### src/rtl/prim_req_collector_16.sv
// prim_req_collector_16: collects single-cycle request pulses from 16 sources
// into a sticky pending register. The highest-index pending source that is not
// masked is moved into a registered valid/ready output stage as a 4-bit index.
module prim_req_collector_16 (
    input  logic        i_clk,
    input  logic        i_rst,
    input  logic [15:0] i_req,
    input  logic [15:0] i_mask,
    input  logic        i_ovf_clr,
    output logic        o_valid,
    output logic [3:0]  o_idx,
    input  logic        i_ready,
    output logic [15:0] o_pending,
    output logic        o_ovf,
    output logic        o_busy
);
    localparam int NUM_SRC = 16;
    localparam int IDX_W   = 4;

    typedef struct packed {
        logic             valid;
        logic [IDX_W-1:0] idx;
    } out_t;

    logic [NUM_SRC-1:0] pending;
    logic [NUM_SRC-1:0] pending_next;
    logic [NUM_SRC-1:0] elig;
    logic [NUM_SRC-1:0] clr_vec;
    logic [NUM_SRC-1:0] ovf_hit;
    logic [IDX_W-1:0]   sel_idx;
    logic               sel_any;
    logic               load;
    logic               accept;
    out_t               out_q;

    assign elig    = pending & ~i_mask;
    assign sel_any = |elig;
    assign accept  = out_q.valid && i_ready;
    // A stalled output stage blocks loading, so the selected bit stays pending.
    assign load    = sel_any && (!out_q.valid || i_ready);
    assign clr_vec = load ? (NUM_SRC'(1) << sel_idx) : '0;

    // Scan upward so the highest set eligible bit is the one left in sel_idx.
    always_comb begin
        sel_idx = '0;
        for (int i = 0; i < NUM_SRC; i++) begin
            if (elig[i]) sel_idx = IDX_W'(i);
        end
    end

    // Per-source next-state: a new request wins over the clear of the bit
    // being moved out, and a request on a bit that stays pending is dropped.
    for (genvar k = 0; k < NUM_SRC; k++) begin : g_lane
        assign pending_next[k] = (pending[k] & ~clr_vec[k]) | i_req[k];
        assign ovf_hit[k]      = i_req[k] & pending[k] & ~clr_vec[k];
    end

    // Sticky pending register.
    always_ff @(posedge i_clk or posedge i_rst) begin
        if (i_rst) pending <= '0;
        else       pending <= pending_next;
    end

    // Output stage: load on free or draining slot, otherwise empty on accept.
    always_ff @(posedge i_clk or posedge i_rst) begin
        if (i_rst) begin
            out_q <= '0;
        end else if (load) begin
            out_q.valid <= 1'b1;
            out_q.idx   <= sel_idx;
        end else if (accept) begin
            out_q.valid <= 1'b0;
        end
    end

    // Sticky overflow flag; a fresh drop beats a same-cycle clear.
    always_ff @(posedge i_clk or posedge i_rst) begin
        if (i_rst)          o_ovf <= 1'b0;
        else if (|ovf_hit)  o_ovf <= 1'b1;
        else if (i_ovf_clr) o_ovf <= 1'b0;
    end

    assign o_valid   = out_q.valid;
    assign o_idx     = out_q.idx;
    assign o_pending = pending;
    assign o_busy    = (|pending) || out_q.valid;
endmodule
### config.mk
export PLATFORM = sky130hd
export DESIGN_NAME = prim_req_collector_16
export DESIGN_NICKNAME = d
export VERILOG_FILES = /design/src/rtl/prim_req_collector_16.sv
export SDC_FILE = /design/constraint.sdc
export NUM_CORES = 1
export LEC_CHECK = 0
export CORE_MARGIN = 1
export CORE_UTILIZATION = 40
export DETAILED_ROUTE_END_ITERATION = 16
export GPL_TIMING_DRIVEN = 0
export PLACE_DENSITY = 0.75
export SYNTH_ARGS = -nofsm -noshare
export SYNTH_HDL_FRONTEND = slang
export SYNTH_SLANG_ARGS = --single-unit
### constraint.sdc
create_clock -name i_clk -period 2.9 [get_ports i_clk]
set_clock_uncertainty 0.2 [all_clocks]
set_input_delay 0.29 -clock i_clk [delete_from_list [all_inputs] [get_ports i_clk]]
set_output_delay 0.29 -clock i_clk [all_outputs]
set_load 0.03 [all_outputs]
# Word-level counts from Yosys, hierarchy flattened
# Index checks and enable logic that the tools add are counted.
[word_totals]
regBits = 22
[classes]
shift = 1
mux = 20
bitwise_logic = 82
reduce_logical = 10
[op_table]
columns = ["op", "n"]
rows = [
  ["2-to-1 mux 4 bit", 14],
  ["AND 1 bit", 48],
  ["OR reduction 16 bit", 3],
  ["AND 16 bit", 1],
  ["2-to-1 mux 16 bit", 1],
  ["NOT 1 bit", 16],
  ["NOT 16 bit", 1],
  ["OR 1 bit", 16],
  ["left shift 1 x 4 -> 16 bit (first input constant)", 1],
  ["2-to-1 mux 1 bit", 5],
  ["nonzero test 2 bit", 2],
  ["logical AND 1 bit", 2],
  ["logical OR 1 bit", 2],
  ["logical NOT 1 bit", 1],
]

# Longest topological paths before layout
[logic_depth]
depth_word = 23
depth_mapped = 9

# Least setup slack after synthesis
# OpenSTA, ideal clock, no wires.
[synth_timing]
kind = "reg-to-reg"
startpoint = "reg pending[11], in the netlist o_pending[11]"
endpoint = "reg o_ovf"
setup_time_ps = 140
t_arrival_ps = 2443
required_time_ps = 2560
path_slack_ps = 117
stages_incl_launch_ff = 9
path_cell_list = "dfrtp_1 nor2b_4 or4b_4 nor3_4 nand4_2 or3b_1 and3_4 a311oi_2 nand4_1"
[synth_via]
elab_chain_len = 12
elab_cells_between_ends = 46
[synth_lines]
columns = ["element", "line", "source"]
rows = [
  ["from (decl)", "25", "logic [NUM_SRC-1:0] pending;"],
  ["from (signal assigned)", "61", "else pending <= pending_next;"],
  ["AND 16 bit", "36", "assign elig = pending & ~i_mask;"],
  ["2-to-1 mux 4 bit (5 in a row)", "47", "if (elig[i]) sel_idx = IDX_W'(i);"],
  ["left shift 1 x 4 -> 16 bit", "41", "assign clr_vec = load ? (NUM_SRC'(1) << sel_idx) : '0;"],
  ["2-to-1 mux 16 bit", "41", ""],
  ["NOT 1 bit", "55", "assign ovf_hit[k] = i_req[k] & pending[k] & ~clr_vec[k];"],
  ["AND 1 bit", "55", ""],
  ["OR reduction 16 bit *", "79", "else if (|ovf_hit) o_ovf <= 1'b1;"],
  ["2-to-1 mux 1 bit / nonzero test 2 bit (equally long branches)", "--", ""],
  ["to (signal assigned)", "78", "if (i_rst) o_ovf <= 1'b0;"],
  ["to (signal assigned)", "79", ""],
  ["to (signal assigned)", "80", "else if (i_ovf_clr) o_ovf <= 1'b0;"],
  ["to (decl)", "14", "output logic o_ovf,"],
]
# Mark *: on every way between the ends. The rest lies on a longest branch, timed or not.
# A chain may end at the register's enable or synchronous reset.

# Worst setup path after layout
[layout_timing]
startpoint = "reg pending[3], in the netlist o_pending[3]"
endpoint = "out o_busy"
[layout_via]
elab_chain_len = 2
[layout_lines]
columns = ["element", "line", "source"]
rows = [
  ["OR reduction 16 bit", "86", "assign o_busy = (|pending) || out_q.valid;"],
  ["logical OR 1 bit", "86", ""],
  ["to (decl)", "15", "output logic o_busy"],
]
# Every way passes these cells.

==> flow_summary.toml <==
[status]
status = "completed"

[drt]
drtIter0Drc = 57
drtAntennaViolNets = 0
drt_first_pass_iters = 4
wl_mm = 4.57
routed_via_density = 5.61
routedWlPerCell_um = 15.8
drc = 0
vias = 1622

[clocking]
cts.hold.buffers_added = 0
clk_pin_slew_worst_paths_ns = 0.09
clock_latency_ns = 0.27
ctsHtreeMaxLevel = 1
cts_buffer_depth = 2
root_buffer = "clkbuf_8"
cts_made_buffers = 3
cts_tree = "yes"
cts_sinks = 22

[global_route]
grtUsageMet2 = 0.425
grt.busiest_layer = "met2"
grt_pass1_vias = 1659
grt_pass1_wl_mm = 7.66
antenna_found_initial = 0
use_met1 = 0.304
grt_max_degree = 23
track_usage = 0.243
use_met3 = 0.0380
overflow = 0

[worst_setup_path]
worstPathRequired_ns = 2.41
reg2reg_depth = 8
startpoint = "o_pending[3]"
r2r_start = "o_pending[9]"
r2r_end = "o_ovf"
critPathKind = "reg2out"
cp.arrival_ns = 2.35
r2r_slack_ns = 0.12
worstPathMaxFanout = 5
cp-start-kind = "flip-flop"
critPathCaptureType = "primary output"
endpoint = "o_busy"

[floorplan]
start_util = 0.433
io_pins = 59
core_mm2 = 0.00344
fp.dieH_um = 63.1
rows = 21
dieArea_mm2 = 0.00398
die_x_um = 63.1

[pwr]
p_leak_nw = 0.900
vdd_drop_max_v = 0.000165
switching_power_mw = 0.236
p_comb_frac = 0.282
pwr-share-seq = 0.417
swShare = 0.303
clkPwrFrac = 0.300
internal_power_mw = 0.542
power.density_mw_per_mm2 = 334

[cells_and_area]
areaGrowthSynthToFinish_pct = 56.1
utilization = 0.676
fin_nets = 280
layout_common_cells = "clkdlybuf4s50_1, dfrtp_1, nand2_1"
nFillCells = 290
drive_above_1_share = 0.160
layout_commonest_cell = "clkdlybuf4s50_1"
diodes = 0
seq_area_um2 = 551
multi_input_area_um2 = 973

[synth]
ys_warn_count = 0
synth_seq_area_share = 0.369
async_flop_share = 1.00
synth-edff-count = 0
postSynthAreaPerCell_um2 = 8.77
syn_inst = 170
syn_area_mm2 = 0.00149
syn_nets = 206
ys_ff_latch = 22
yosysUniqueCellTypes = 47
ys.flop_type = "dfrtp_1"

[timing]
period_share = 0.981
slew_violations = 0
fin_tns_setup_ns = 0
hold_slack_ns = 0.291
fmax_ghz = 0.352
setup_viol_count_final = 0
worstMarginPinSlew_ns = 0.865
fin_ws_ns = 0.0554
period_minus_slack_ns = 2.84
final_hold_viol_count = 0
slew_headroom = 0.423

[worst_hold_path]
hold_path_class = "in2async"

[place]
pre_cts_slack_ns = -0.400
gp_congestion = 0.909
dpl.hpwl_mm = 3.38
portBuffers = 58

[run]
max_cap_viol_count = 0
## cells in the mapped netlist, drive strengths merged, types with 2 or more instances
cell / count / share of area
and2: 2 / 0.0084
nor3: 2 / 0.014
a21o: 12 / 0.062
nor2b: 9 / 0.048
nand3: 7 / 0.023
a21bo: 2 / 0.013
dfrtp: 22 / 0.37
o2111ai: 2 / 0.012
nor4: 7 / 0.044
and2b: 2 / 0.011
and3: 2 / 0.012
nor3b: 2 / 0.010
nand3b: 2 / 0.010
nand4: 7 / 0.034
o21ai: 11 / 0.037
inv: 6 / 0.015
nor2: 14 / 0.035
nand2b: 15 / 0.063
nand2: 18 / 0.045
clkbuf: 2 / 0.0050
o21bai: 2 / 0.010
a21oi: 7 / 0.026
## power groups by stage
stage	Sequential [mW]	Clock, mW	Combinational, mW
6_report	0.325	0.234	0.220
5_1_grt	0.327	0.251	0.237
4_1_cts	0.325	0.232	0.211
3_5_place_dp	0.331	0	0.203
3_3_place_gp	0.331	0	0.200
2_1_floorplan	0.350	0	0.0885
## through the flow
| step | total power [mW] | instance area (um^2) | instances |
|---|---|---|---|
| 2_1_floorplan | 0.439 | 1490 | 170 |
| 3_3_place_gp | 0.531 | 2130 | 274 |
| 3_5_place_dp | 0.535 | 2130 | 274 |
| 4_1_cts | 0.768 | 2270 | 286 |
| 5_1_grt | 0.815 | 2330 | 289 |
| 6_report | 0.778 | 2330 | 289 |
## what timing repair did
| action | 4_1_cts | 5_1_grt |
|---|---|---|
| buffers inserted | 8 | 3 |
| cloned | 0 | 0 |
| gates resized for setup | 8 | 5 |
| pin swaps | 6 | 8 |
| endpoints found under the setup margin | 1 | 1 |
## routing by layer
| layer | vias up | part of all wire |
|---|---|---|
| met5 | - | 0 |
| met4 | 0 | 0.023 |
| met3 | 14 | 0.066 |
| met2 | 73 | 0.49 |
| met1 | 764 | 0.42 |
| li1 | 771 | - |
## how the worst min path moves through the flow
stage / endpoint / slack, ns / cells past startpoint
after floorplan: o_idx[0] / 0.08 / 1
after global placement: o_idx[3] / 0.30 / 2
after detailed placement: o_idx[3] / 0.32 / 2
after CTS: o_pending[10] / 0.34 / 2
after global routing: o_pending[10] / 0.39 / 2
final: o_pending[8] / 0.29 / 2
## kinds of logic after synthesis
group | share of synthesized area
simple gates | 0.393
flops | 0.369
buf+inv | 0.0201
compound gates | 0.217
## area by class of cell
class | instances | share of cell area
multi-input cells | 140 | 0.418
repair buffers | 69 | 0.284
flip-flops and latches | 22 | 0.236
well taps | 46 | 0.0247
clock buffers | 4 | 0.0236
inverters | 6 | 0.00967
plain buffers | 2 | 0.00376
## critical path, cell delays in order (launching register included)
cell and delay (ns):
dfrtp_1 0.44, nor4_1 0.42, nand4_1 0.20, or4_1 0.42, clkdlybuf4s50_1 0.60
## state kept, by name, summed over array words and instances, names as in the netlist
signal	count
o_idx	4
o_ovf	1
o_pending	16
o_valid	1
Power figures use the tool's default switching activity.
